$ cat src/rtl/fp16_mult_arbiter.sv
`default_nettype none
// ============================================================================
// Module  : fp16_mult_arbiter
// Brief   : Round-robin share of one combinational fp16 multiplier among
//           NUM_REQ requesters; 2-cycle latency, one multiply per cycle.
//           Optional macro FP16_MULT_LOCK_EN adds a per-requester burst lock.
// Revision: 1.0 - initial release
// ============================================================================
module fp16_mult_arbiter #(
  parameter int NUM_REQ = 4,
  parameter int DATA_W  = 16,
  parameter int RES_W   = 31,
  parameter int ID_W    = 2
) (
  input  logic                      clk,
  input  logic                      iRst_n,
  input  logic                      ena,
  input  logic [NUM_REQ-1:0]        req,
`ifdef FP16_MULT_LOCK_EN
  input  logic [NUM_REQ-1:0]        lock,
`endif
  input  logic [NUM_REQ*DATA_W-1:0] opa,
  input  logic [NUM_REQ*DATA_W-1:0] opb,
  output logic [NUM_REQ-1:0]        gnt,
  output logic [DATA_W-1:0]         opr1_to_mult,
  output logic [DATA_W-1:0]         opr2_to_mult,
  input  logic [RES_W-1:0]          data_from_mult,
  output logic [RES_W-1:0]          result,
  output logic                      result_valid,
  output logic [ID_W-1:0]           result_id,
  output logic                      busy
);

  typedef enum logic [1:0] {
    S_IDLE   = 2'd0,
    S_ACTIVE = 2'd1,
    S_DRAIN  = 2'd2
  } state_t;

  state_t            r_state;
  state_t            w_state_nxt;
  logic [ID_W-1:0]   r_rr_ptr;
  logic              r_s1_valid;
  logic [ID_W-1:0]   r_s1_id;
  logic [DATA_W-1:0] r_opr1;
  logic [DATA_W-1:0] r_opr2;
  logic [RES_W-1:0]  r_result;
  logic              r_result_valid;
  logic [ID_W-1:0]   r_result_id;

  logic              w_hit_hi;
  logic              w_hit_lo;
  logic [ID_W-1:0]   w_win_hi;
  logic [ID_W-1:0]   w_win_lo;
  logic [ID_W-1:0]   w_win;
  logic              w_take;
  logic              w_hold;
  logic [ID_W-1:0]   w_ptr_nxt;
  logic [DATA_W-1:0] w_opa_sel;
  logic [DATA_W-1:0] w_opb_sel;
  logic [NUM_REQ-1:0] w_gnt;
  logic [NUM_REQ-1:0] w_lock;

`ifdef FP16_MULT_LOCK_EN
  assign w_lock = lock;
`else
  assign w_lock = '0;
`endif

  // Two passes give the wrap: first set bit at or above rr_ptr, else lowest set bit.
  always_comb begin
    w_hit_hi = 1'b0;
    w_hit_lo = 1'b0;
    w_win_hi = '0;
    w_win_lo = '0;
    for (int i = 0; i < NUM_REQ; i++) begin
      if (!w_hit_hi && req[i] && (ID_W'(i) >= r_rr_ptr)) begin
        w_hit_hi = 1'b1;
        w_win_hi = ID_W'(i);
      end
      if (!w_hit_lo && req[i]) begin
        w_hit_lo = 1'b1;
        w_win_lo = ID_W'(i);
      end
    end
    w_win  = w_hit_hi ? w_win_hi : w_win_lo;
    w_take = (r_state == S_ACTIVE) && ena && (w_hit_hi || w_hit_lo);
  end

  always_comb begin
    w_gnt     = '0;
    w_opa_sel = '0;
    w_opb_sel = '0;
    w_hold    = 1'b0;
    for (int i = 0; i < NUM_REQ; i++) begin
      if (ID_W'(i) == w_win) begin
        w_gnt[i]  = w_take;
        w_opa_sel = opa[i*DATA_W +: DATA_W];
        w_opb_sel = opb[i*DATA_W +: DATA_W];
        w_hold    = w_lock[i];
      end
    end
    if (w_hold)
      w_ptr_nxt = w_win;
    else if (w_win == ID_W'(NUM_REQ-1))
      w_ptr_nxt = '0;
    else
      w_ptr_nxt = w_win + 1'b1;
  end

  always_comb begin
    w_state_nxt = r_state;
    case (r_state)
      S_IDLE:   if (ena) w_state_nxt = S_ACTIVE;
      S_ACTIVE: if (!ena) w_state_nxt = (r_s1_valid || r_result_valid) ? S_DRAIN : S_IDLE;
      S_DRAIN:  if (!r_s1_valid && !r_result_valid) w_state_nxt = S_IDLE;
      default:  w_state_nxt = S_IDLE;
    endcase
  end

  always_ff @(posedge clk or negedge iRst_n) begin
    if (!iRst_n) begin
      r_state        <= S_IDLE;
      r_rr_ptr       <= '0;
      r_s1_valid     <= 1'b0;
      r_s1_id        <= '0;
      r_opr1         <= '0;
      r_opr2         <= '0;
      r_result       <= '0;
      r_result_valid <= 1'b0;
      r_result_id    <= '0;
    end else begin
      r_state    <= w_state_nxt;
      r_s1_valid <= w_take;
      // Operand registers hold when idle so the multiplier inputs stop toggling.
      if (w_take) begin
        r_rr_ptr <= w_ptr_nxt;
        r_s1_id  <= w_win;
        r_opr1   <= w_opa_sel;
        r_opr2   <= w_opb_sel;
      end
      r_result_valid <= r_s1_valid;
      if (r_s1_valid) begin
        r_result    <= data_from_mult;
        r_result_id <= r_s1_id;
      end
    end
  end

  assign gnt          = w_gnt;
  assign opr1_to_mult = r_opr1;
  assign opr2_to_mult = r_opr2;
  assign result       = r_result;
  assign result_valid = r_result_valid;
  assign result_id    = r_result_id;
  assign busy         = r_s1_valid | r_result_valid | (r_state == S_DRAIN);

endmodule
`default_nettype wire

$ cat config.mk
export PLATFORM = sky130hd
export DESIGN_NAME = fp16_mult_arbiter
export DESIGN_NICKNAME = d
export VERILOG_FILES = /design/src/rtl/fp16_mult_arbiter.sv
export SDC_FILE = /design/constraint.sdc
export NUM_CORES = 1
export LEC_CHECK = 0
export ABC_CLOCK_PERIOD_IN_PS = 4100
export CAP_MARGIN = 20
export CORE_ASPECT_RATIO = 1.4
export CORE_MARGIN = 8
export CORE_UTILIZATION = 68
export CTS_CLUSTER_DIAMETER = 30
export DETAILED_ROUTE_END_ITERATION = 10
export DONT_BUFFER_PORTS = 1
export PLACE_DENSITY = 0.92
export SKIP_CTS_REPAIR_TIMING = 1
export SLEW_MARGIN = 5
export SYNTH_ARGS = -nofsm -noshare
export SYNTH_HDL_FRONTEND = slang
export SYNTH_SLANG_ARGS = --single-unit
export TNS_END_PERCENT = 100
$ cat constraint.sdc
create_clock -name clk -period 4.1 [get_ports clk]
set_clock_uncertainty 0.2 [all_clocks]
set_input_delay 0.41 -clock clk [delete_from_list [all_inputs] [get_ports clk]]
set_output_delay 0.41 -clock clk [all_outputs]
set_load 0.01 [all_outputs]
==> flow_summary.toml <==
[status]
outcome = "finished clean"

[pwr]
power.share.clock_pct = 16.8
p_leak_nw = 1.73
intPower_mw = 1.71
p_sw_mw = 1.16
vdd_ir_drop_max_uv = 510
pwr-share-seq_pct = 46.0
power_density_mw_per_mm2 = 685
p_comb_share_pct = 37.2
power_switching_share_pct = 40.3

[sta]
fin_setup_tns_ns = 0
maxSlewHeadroom_pct = 38.2
final-setup-viol-count = 0
hold-worst-slack_ns = 0.0243
layout_min_cycle_time_ns = 3.35
finalHoldViolations = 0
fmax_ghz = 0.298
drv_slew = 0
period_share_pct = 81.8
worst_pin_slew_ns = 0.927
rsz0062_at_grt = "no"

[synthesis]
yosys_warnings = 0
synth-seq-cells = 73
synth_commonest_cells = "dfrtp_1 (73), a21oi_1 (65), inv_1 (35)"
yosys.cell_types.count = 30
synth_top_area_share_pct = 45.5
synthCells = 409
avgSynthCellArea_um2 = 9.82
synth_async_sr_flop_share_pct = 100
ys_seq_area_share_pct = 45.5
synth_edf_count = 0
yosys.area.top_type = "dfrtp_1"
syn_area_mm2 = 0.00402
postSynthNetCount = 579
netlist_top_cells_area = "dfrtp_1 (45%), mux2_2 (9.5%), a21oi_1 (8.1%)"
synthFlopType = "dfrtp_1"
synth_most_common_cell = "dfrtp_1"

[detailed_routing]
vias = 3185
routed_via_density = 6.89
drt_iter0_drc = 184
drtPass1Iterations = 4
post_drt_wl_per_cell_um = 26.0
postRouteAntennaNets = 0
drcViolationCount = 0
wirelength_mm = 12.0

[worst_setup_path]
endpoint_kind = "output port"
r2r-start = "r_rr_ptr[1]"
crit_start = "r_rr_ptr[1]"
worstPathArrival_ns = 2.74
critPathLaunchType = "register"
cp.required_ns = 3.49
critPathMaxFanout = 65
criticalPathCategory = "register to output port"

[global_routing]
grt_pass1_wl_mm = 17.0
grt_pass1_vias = 3163
grt_overflow = 0
antenna_found_initial = 0
grtUsageTotal_pct = 25.8
grt_max_degree = 74

[floorplan]
core-area_mm2 = 0.00578
rows = 33
die_area_mm2 = 0.00866
die_w_um = 81.0
io_pins = 237
initial_utilization_pct = 69.5
die_h_um = 107

[layout]
multiInputGateArea_mm2 = 0.00187
num-nets-final = 558
regArea_mm2 = 0.00183
nFillCells = 415
drive_above_1_share_pct = 17.1
antennaDiodeCount = 0
areaGrowthSynthToFinish_pct = 4.24
fin_cells = 462
final_cell_area_mm2 = 0.00419

[place]
port_buffers = 0
dp_cells = 444
place_hpwl_mm = 9.30
place_congestion = 0.811
placed_area_mm2 = 0.00396

[clock_tree]
clk_latency_ns = 0.33
cts_inserted_buffers = 9
clock_sinks = 73
root_buffer = "clkbuf_8"
cts_tree = "built"
clkTransAtPathRegs_ns = 0.08
clockBufferDepth = 2
htree_levels = 3

[hold_path]
hold_path_class = "primary input to register"
holdCritStartpoint = "data_from_mult[21]"

[run]
max_cap_viol_count = 0
registers in the layout, indices dropped and copies added (netlist names):
| signal | count |
|---|---|
| opr1_to_mult | 16 |
| r_rr_ptr | 2 |
| result | 31 |
| result_id | 2 |
| r_s1_valid | 1 |
| r_s1_id | 2 |
| r_state | 2 |
| result_valid | 1 |
| opr2_to_mult | 16 |
placed cells by master (no fill, tap or decap):
cell type and count:
buf_4 5, dfrtp_1 73, mux2_2 34, ha_1 1, and3_1 4, ha_2 3, o31ai_1 1, nor4_1 1
inv_6 1, buf_12 1, or2_2 1, dlygate4sd3_1 1, nand2b_1 1, and3b_1 1, clkinv_2 3, a21boi_0 1
nand3b_1 33, inv_1 35, nor2_1 2, buf_16 1, or4_4 1, o21ai_0 4, nand2_8 1, clkinv_4 2
mux2_4 2, nand2_1 34, a21oi_1 65, o221ai_1 2, nand4b_1 1, a31oi_1 32, clkbuf_8 10, or3b_2 2
nor2b_1 1, a221o_1 32
path summary, 6_finish.rpt:
path	end	slack (ns)	cells past startpoint
min in group asynchronous	result[20]	0.43	2
min	result[21]	0.02	1
max in group asynchronous	opr1_to_mult[3]	2.99	2
max	gnt[1]	0.75	5
max reg2reg	opr1_to_mult[12]	0.94	7
min reg2reg	result_id[0]	0.32	1
power by group through the flow:
stage	Combinational, mW	Clock, mW	Sequential [mW]
finish	1.07	0.482	1.32
global route	1.18	0.523	1.35
CTS	1.04	0.489	1.33
detailed placement	1.04	0	1.34
global placement	0.980	0	1.32
floorplan	0.883	0	1.22
worst max-delay path, cell delays in order, from the launching register on:
cell and delay (ns):
dfrtp_1 0.44, or3b_2 0.51, o221ai_1 0.12, or2_2 0.18, ha_2 0.79, and3_1 0.35
kinds of logic (layout without fill, tap and decap cells):
kind of cell | Yosys count | in the layout | synth area share (%)
muxes | 36 | 36 | 10.3
adders and majority gates | 4 | 4 | 1.25
AOI/OAI and AO/OA | 137 | 137 | 22.4
and+or+nand+nor | 83 | 83 | 12.4
buffers and inverters | 76 | 59 | 8.22
DFF | 73 | 73 | 45.5
through the flow:
step	utilization, %	power [mW]	setup slack [ns]
global placement	68.5	2.30	1.15
detailed placement	68.5	2.37	0.981
floorplan	-	2.10	1.53
finish	72.4	2.87	0.748
global route	72.4	3.05	0.589
CTS	71.5	2.86	0.712
metal layers:
metal / vias up / routed length (µm) / GRT usage, %
met5: - / 0 / 0
met4: 0 / 115 / 7.31
met3: 10 / 1690 / 12.1
met2: 220 / 6140 / 44.0
met1: 1517 / 4070 / 27.6
li1: 1438 / - / -
cell type report:
class | instances | share of cell area, %
multi-input cells | 260 | 44.6
flip-flops and latches | 73 | 43.6
clock inverters | 5 | 0.777
repair buffers | 8 | 2.27
well taps | 70 | 2.09
clock buffers | 10 | 3.29
inverters | 36 | 3.35
Power figures use the tool's default switching activity.
